`config.mk`:
```
export PLATFORM = sky130hd
export DESIGN_NAME = capture_ctrl
export DESIGN_NICKNAME = d
export VERILOG_FILES = /design/src/rtl/capture_ctrl.sv
export SDC_FILE = /design/constraint.sdc
export NUM_CORES = 1
export LEC_CHECK = 0
export CAP_MARGIN = 20
export CORE_ASPECT_RATIO = 0.6
export CORE_MARGIN = 5
export CORE_UTILIZATION = 40
export DETAILED_ROUTE_END_ITERATION = 16
export GPL_TIMING_DRIVEN = 0
export PLACE_DENSITY = 0.68
export SYNTH_ARGS = -nofsm -noshare
export SYNTH_HDL_FRONTEND = slang
export SYNTH_SLANG_ARGS = --single-unit
```
`constraint.sdc`:
```
create_clock -name clk_i -period 6.5 [get_ports clk_i]
set_input_delay 0.975 -clock clk_i [delete_from_list [all_inputs] [get_ports clk_i]]
set_output_delay 0.975 -clock clk_i [all_outputs]
set_load 0.02 [all_outputs]
```
`src/rtl/capture_ctrl.sv`:
```
// Capture sequencer: holdoff, level-crossing trigger search, fixed-length FIFO write, park in DONE.
// Optional macro CAPTURE_AUTO_TRIG_EN adds an ARMED timeout that forces a trigger on flat signals.
module capture_ctrl #(
    parameter int DATA_WIDTH = 8,
    parameter int CNT_WIDTH  = 8,
    parameter int TO_WIDTH   = 16
) (
    input  logic                  clk_i,
    input  logic                  rst_i,
    input  logic                  arm_i,
    input  logic                  abort_i,
    input  logic                  edge_i,
    input  logic [DATA_WIDTH-1:0] level_i,
    input  logic [CNT_WIDTH-1:0]  holdoff_i,
    input  logic [CNT_WIDTH-1:0]  cap_len_i,
    input  logic                  smp_valid_i,
    input  logic [DATA_WIDTH-1:0] smp_data_i,
    input  logic                  w_full_i,
    output logic                  w_en_o,
    output logic [DATA_WIDTH-1:0] w_data_o,
    output logic [2:0]            state_o,
    output logic                  done_o,
    output logic                  ovf_o,
    output logic                  trig_o
);
    localparam logic [2:0] S_IDLE    = 3'd0;
    localparam logic [2:0] S_HOLDOFF = 3'd1;
    localparam logic [2:0] S_ARMED   = 3'd2;
    localparam logic [2:0] S_CAPTURE = 3'd3;
    localparam logic [2:0] S_DONE    = 3'd4;
    localparam logic [CNT_WIDTH-1:0] CNT_ONE = 1;

    logic [2:0]            state_q, state_d;
    logic                  edge_q, edge_d;
    logic [DATA_WIDTH-1:0] level_q, level_d;
    logic [CNT_WIDTH-1:0]  holdoff_q, holdoff_d;
    logic [CNT_WIDTH-1:0]  cap_len_q, cap_len_d;
    logic [CNT_WIDTH-1:0]  hcnt_q, hcnt_d;
    logic [CNT_WIDTH-1:0]  ccnt_q, ccnt_d;
    logic [DATA_WIDTH-1:0] prev_q, prev_d;
    logic                  prev_valid_q, prev_valid_d;
    logic                  ovf_q, ovf_d;
    logic                  w_en_q, w_en_d;
    logic [DATA_WIDTH-1:0] w_data_q, w_data_d;
    logic                  trig_q, trig_d;

    logic [CNT_WIDTH-1:0]  hcnt_inc, ccnt_inc;
    logic                  level_hit, force_trig, trig_fire, write_req, arm_ok;

`ifdef CAPTURE_AUTO_TRIG_EN
    localparam logic [TO_WIDTH-1:0] TO_ONE = 1;
    logic [TO_WIDTH-1:0] to_cnt_q, to_cnt_d;

    // Held at zero outside ARMED so every entry starts a fresh timeout; saturates at all-ones.
    always_comb begin
        to_cnt_d = '0;
        if (state_q == S_ARMED)
            to_cnt_d = (to_cnt_q == '1) ? to_cnt_q : to_cnt_q + TO_ONE;
    end

    always_ff @(posedge clk_i or posedge rst_i) begin
        if (rst_i) to_cnt_q <= '0;
        else       to_cnt_q <= to_cnt_d;
    end

    assign force_trig = (to_cnt_q == '1);
`else
    logic unused_to_width;
    assign unused_to_width = ^{TO_WIDTH{1'b0}};
    assign force_trig      = 1'b0;
`endif

    assign hcnt_inc  = hcnt_q + CNT_ONE;
    assign ccnt_inc  = ccnt_q + CNT_ONE;
    assign level_hit = edge_q ? ((prev_q > level_q) && (smp_data_i <= level_q))
                              : ((prev_q < level_q) && (smp_data_i >= level_q));
    assign trig_fire = (state_q == S_ARMED) && smp_valid_i && ((prev_valid_q && level_hit) || force_trig);
    assign write_req = !abort_i && ((trig_fire && (cap_len_q != '0)) ||
                                    ((state_q == S_CAPTURE) && smp_valid_i));
    assign arm_ok    = !abort_i && arm_i && ((state_q == S_IDLE) || (state_q == S_DONE));

    always_ff @(posedge clk_i or posedge rst_i) begin
        if (rst_i) begin
            state_q      <= S_IDLE;
            edge_q       <= 1'b0;
            level_q      <= '0;
            holdoff_q    <= '0;
            cap_len_q    <= '0;
            hcnt_q       <= '0;
            ccnt_q       <= '0;
            prev_q       <= '0;
            prev_valid_q <= 1'b0;
            ovf_q        <= 1'b0;
            w_en_q       <= 1'b0;
            w_data_q     <= '0;
            trig_q       <= 1'b0;
        end else begin
            state_q      <= state_d;
            edge_q       <= edge_d;
            level_q      <= level_d;
            holdoff_q    <= holdoff_d;
            cap_len_q    <= cap_len_d;
            hcnt_q       <= hcnt_d;
            ccnt_q       <= ccnt_d;
            prev_q       <= prev_d;
            prev_valid_q <= prev_valid_d;
            ovf_q        <= ovf_d;
            w_en_q       <= w_en_d;
            w_data_q     <= w_data_d;
            trig_q       <= trig_d;
        end
    end

    always_comb begin
        state_d = state_q;
        case (state_q)
            S_IDLE, S_DONE: if (arm_i) state_d = S_HOLDOFF;
            S_HOLDOFF: begin
                if (holdoff_q == '0)                         state_d = S_ARMED;
                else if (smp_valid_i && hcnt_inc == holdoff_q) state_d = S_ARMED;
            end
            S_ARMED:   if (trig_fire) state_d = (cap_len_q <= CNT_ONE) ? S_DONE : S_CAPTURE;
            S_CAPTURE: if (smp_valid_i && ccnt_inc == cap_len_q) state_d = S_DONE;
            default:   state_d = S_IDLE;
        endcase
        if (abort_i) state_d = S_IDLE;
    end

    always_comb begin
        edge_d       = edge_q;
        level_d      = level_q;
        holdoff_d    = holdoff_q;
        cap_len_d    = cap_len_q;
        hcnt_d       = hcnt_q;
        ccnt_d       = ccnt_q;
        prev_d       = prev_q;
        prev_valid_d = prev_valid_q;
        ovf_d        = ovf_q;
        w_en_d       = 1'b0;
        w_data_d     = w_data_q;
        trig_d       = trig_fire && !abort_i;
        if (arm_ok) begin
            edge_d       = edge_i;
            level_d      = level_i;
            holdoff_d    = holdoff_i;
            cap_len_d    = cap_len_i;
            hcnt_d       = '0;
            ccnt_d       = '0;
            prev_valid_d = 1'b0;
            ovf_d        = 1'b0;
        end
        if (!abort_i && smp_valid_i) begin
            if (state_q == S_HOLDOFF && holdoff_q != '0) hcnt_d = hcnt_inc;
            if (state_q == S_ARMED) begin
                prev_d       = smp_data_i;
                prev_valid_d = 1'b1;
                if (trig_fire) ccnt_d = CNT_ONE;
            end
            if (state_q == S_CAPTURE) ccnt_d = ccnt_inc;
        end
        // A full FIFO drops the sample but the frame counter has already advanced above.
        if (write_req) begin
            if (w_full_i) begin
                ovf_d = 1'b1;
            end else begin
                w_en_d   = 1'b1;
                w_data_d = smp_data_i;
            end
        end
    end

    assign w_en_o   = w_en_q;
    assign w_data_o = w_data_q;
    assign state_o  = state_q;
    assign done_o   = (state_q == S_DONE);
    assign ovf_o    = ovf_q;
    assign trig_o   = trig_q;
endmodule

```
## Word level (Yosys, flattened, before mapping)

Cells that the tools add are included.

- Flip-flop bits (word level): 64
- Output and inout port bits: 15
- Word-level logic and storage cells: 82
- Input bits: 39

- $lt $le $gt $ge: 5
- Reduce and logical (&&, ||, !) cells: 26
- Add/sub/neg operators: 2
- Bitwise logic cells: 1
- Muxes and demuxes: 25
- Eq/ne operators: 10

Operators with widths:

| operator | count |
|---|---|
| two-way mux 8 bit | 8 |
| two-way mux 3 bit | 7 |
| adder 8 x 1 -> 8 bit (second input constant) | 2 |
| equality test 8 bit | 2 |
| nonzero test 8 bit | 2 |
| logical AND 1 bit | 15 |
| case mux 3 bit (4 select lines) | 1 |
| two-way mux 1 bit | 9 |
| greater-or-equal comparator 8 bit | 1 |
| greater-than comparator 8 bit | 1 |
| <= comparator 8 x 1 -> 1 bit (second input constant) | 1 |
| <= comparator 8 bit | 1 |
| zero test 8 bit | 1 |
| less-than comparator 8 bit | 1 |
| equality test 3 x 2 -> 1 bit (second input constant) | 2 |
| inequality test 3 bit (second input constant) | 2 |
| inequality test 4 bit (second input constant) | 1 |
| AND reduction 2 bit | 2 |
| AND reduction 4 bit | 1 |
| equality test 3 x 1 -> 1 bit (second input constant) | 1 |
| equality test 3 bit (second input constant) | 1 |
| zero test 3 bit | 1 |
| inequality test 3 x 2 -> 1 bit (second input constant) | 1 |
| logical OR 1 bit | 2 |
| other kinds (3) | 3 |

## Logic depth before layout (Yosys ltp)

- Depth in word-level cells: 9
- Depth in mapped cells: 9
- Gate-level depth less buffers: 9

## Worst setup path before layout

OpenSTA, ideal clock, no wires.

- Kind: input-to-reg
- Start: input smp_data_i[1]
- End: register w_data_q[0], in the netlist w_data_o[0]
- Arrival time: 2757 ps
- Setup time: 125 ps
- Path buffers: 0
- Setup slack: 3618 ps
- Stages: 8
- Data required time: 6375 ps
- Cell sequence: ha_1 > nor2b_1 > o211ai_1 > a21oi_1 > o32a_1 > nor4_4 > a22oi_4 > mux2_4

- Longest elaborated chain between the ends: 9
- Elaborated cells on any way between the ends: 11
- Classes of those cells: 2 x order compare; 1 x mux; 8 x reduce/logical

Ends and longest elaborated chain:

| element | line | text |
|---|---|---|
| start, declared | 17 | `input logic [DATA_WIDTH-1:0] smp_data_i,` |
| greater-or-equal comparator 8 bit or <= comparator 8 bit (tied branches) | 76, 75 |  |
| logical AND 1 bit, on equally long branches | 76, 75 |  |
| two-way mux 1 bit * | 75 | `assign level_hit = edge_q ? ((prev_q > level_q) && (smp_data_i <= level_q))` |
| logical AND 1 bit * (2 in series) | 77 | `assign trig_fire = (state_q == S_ARMED) && smp_valid_i && ((prev_valid_q && level_hit) \|\| force_trig);` |
| logical AND 1 bit * | 78 | `assign write_req = !abort_i && ((trig_fire && (cap_len_q != '0)) \|\|` |
| logical OR 1 bit * | 78 |  |
| logical AND 1 bit * | 78 |  |
| AND reduction 2 bit (no source line) * | - |  |
| end signal, assigned | 109 | `w_data_q <= w_data_d;` |
| end, declared | 44 | `logic [DATA_WIDTH-1:0] w_data_q, w_data_d;` |

Every way passes the cells marked *; elsewhere a longest branch is shown, timed or not.
A chain may end at the register's enable or synchronous reset.

## Final worst setup path

- Start: input smp_data_i[1]
- End: register w_data_q[1], in the netlist w_data_o[1]

- Longest elaborated chain between the ends: 9
- Elaborated cells on any way between the ends: 11
- Classes of those cells: 2 x order compare; 1 x mux; 8 x reduce/logical

Ends and longest elaborated chain:

| element | line |
|---|---|
| greater-or-equal comparator 8 bit or <= comparator 8 bit (tied branches) | 76, 75 |
| logical AND 1 bit, on equally long branches | 76, 75 |
| two-way mux 1 bit | 75 |
| logical AND 1 bit (2 in series) | 77 |
| logical AND 1 bit | 78 |
| logical OR 1 bit | 78 |
| logical AND 1 bit | 78 |
| AND reduction 2 bit (no source line) | - |

Parallel ways exist; a longest one is shown, timed or not.

==> run metrics <==
status finished, final reports clean; # diodes 0; # port buffers 53; leading cell types in the layout, fill and taps excluded nand2_1, dfrtp_1, clkdlybuf4s50_1; critical path fanouts, max 9; Ys Warns 0; Initial Util 40.5%; commonest non-fill, non-tap cell in the layout nand2_1; crit share post-route 50.9%; fin crit period about 3300 ps; critical path class in -> reg; Max Freq approximately 300 MHz; Final Cell Area 4700 µm²; RSZ-0062 raised after global routing false; worst skew pair latency 340 ps; sequential element share of the synthesized area 43.6%; P per Cell Area between 300 and 400 nW/µm²; Die Ht 84.2 µm; row count 27; Mapped Cells 391; TNS Setup 0 ps; clock buffer depth 2; Leak Pwr about 2.1 nW; initial drt markers 189; Design Power roughly 1.9 mW; DP HPWL 6800 µm; routability cong. around 0.88; CTS tree done; placed instance count 561; Final Skew about 5.7 ps; All-Layer GR Usage 16.9%; post-route ant nets 0; syn_nets 448; TritonCTS buffer count 9; Post-synth EDFFs 0; Setup WS pre-CTS 2860 ps; Top FF cell, synth dfrtp_1; grt ovf 0; clock root buffer clkbuf_16; Crit path arrival time between 3000 and 4000 ps; Netlist cell types 60; mean post-synth cell area 9.39 µm²; drt drc 0; Placed Instance Area 4370 µm²; vias in the first global route approximately 3100; H-tree levels 3; maximum number of pins on one net before global-route repair 40; share of cells above drive strength 1 10.6%; max-cap violation count 0; die area 11300 µm²; fin worst setup slack 3190 ps; DR vias/cell around 5.3; Slew headroom 61.5%; mapped cell area 3670 µm²; initial antenna violation count 0; hold crit path type reg -> reg; final setup violation count 0; WL/cell 15.8 µm; Clock Sink Count 64; post-cts sizing count 0; Final nets between 500 and 600; Post-Layout Cell Count 577; CP Capture Type flop; Slew @ Worst Pin 576 ps; Core ar. about 9000 µm²; ys async rst share between 90% and 100%; Worst EP required about 6700 ps; global-route wire length before repair 15300 µm; Routed WL 9100 µm; Pre-antenna DRT Iters 4; hold slack 479 ps; Worst VDD drop 0.000248 V; io pins 54; Vias just over 3000; Worst-path clk slew 60 ps; fin. max-slew vios 0; Yosys reg bits 64; Final Util 51.9%; post-CTS setup buffer count 0; chip width 134 µm; Hold Fails Final Rpt 0; area growth from synthesis to layout 27.9%; hold buffer count at cts 0; CP Launch Type input pin
-- report_power, final --
part           total [mW]  switching, mW  internal [mW]  leakage, nW
registers           0.640          0.108          0.532        0.831
clock network       0.533          0.185          0.348        0.159
logic               0.693          0.370          0.323         1.12
total                1.87          0.663           1.20         2.11
-- state kept, by name (all words and copies together), names as in the netlist --
signal        count
state_o           3
trig_o            1
w_en_o            1
cap_len_q         8
level_q           8
ccnt_q            8
prev_q            8
hcnt_q            8
prev_valid_q      1
edge_q            1
ovf_o             1
w_data_o          8
holdoff_q         8
-- layer usage --
metal  track usage (%)  share of wire [%]  vias to the layer above
met5                 0                  0                        -
met4              4.67                1.0                        0
met3              5.57                6.4                       11
met2              24.7                 44                       76
met1              24.1                 49                     1485
li1                  -                  -                     1513
-- logic make-up (layout without fill, tap and decap cells) --
| logic type | count (synthesis) | count (layout) | synth area share [%] |
|---|---|---|---|
| AND/OR/NAND/NOR | 159 | 159 | 20.6 |
| flip-flops | 64 | 64 | 43.6 |
| AO/OA/AOI/OAI | 79 | 79 | 15.4 |
| adder cells (fa/ha/maj) | 18 | 18 | 6.14 |
| XOR/XNOR | 21 | 21 | 5.01 |
| buffers and inverters | 35 | 105 | 3.75 |
| multiplexers | 15 | 15 | 5.42 |
-- cells in the mapped netlist, types with 8 or more instances --
| cell | number | share of area [%] |
|---|---|---|
| a21oi_1 | 15 | 2.0 |
| ha_1 | 18 | 6.1 |
| o21ai_0 | 19 | 2.6 |
| nor2_1 | 23 | 2.4 |
| dfrtp_1 | 64 | 44 |
| xnor2_1 | 17 | 4.1 |
| nand3_1 | 11 | 1.5 |
| nand2_1 | 84 | 8.6 |
| inv_1 | 20 | 2.0 |
| mux2_4 | 8 | 3.3 |
| clkbuf_1 | 8 | 0.82 |
-- worst max-delay path, cell delays in order --
cell and delay, ps:
clkdlybuf4s50_1 460, ha_1 310, nor2b_1 150, o211ai_1 120, a21oi_1 320, o32a_1 310
nor4_4 70, a22oi_4 460, mux2_4 340
-- final timing paths --
kind / startpoint / endpoint / slack, ps / cells past startpoint
setup / recovery: smp_data_i[1] / w_data_o[1] / 3190 / 9
hold / removal: prev_q[0] / prev_q[0] / 480 / 2
setup reg to reg: level_q[1] / w_data_o[1] / 3940 / 9
hold reg to reg: prev_q[0] / prev_q[0] / 480 / 2
max in group asynchronous: rst_i / cap_len_q[5] / 4860 / 3
min in group asynchronous: rst_i / w_data_o[0] / 1020 / 2
-- cell type report --
type | count | area, µm²
Buffer | 14 | 58.8
Clock buffer | 10 | 239
Clock inverter | 6 | 90.1
Fill cell | 841 | 4360
Inverter | 21 | 78.8
Multi-Input combinational cell | 292 | 1930
Sequential cell | 64 | 1600
Tap cell | 116 | 145
Timing Repair Buffer | 54 | 551
No activity file was read; power rests on OpenSTA's default activity.
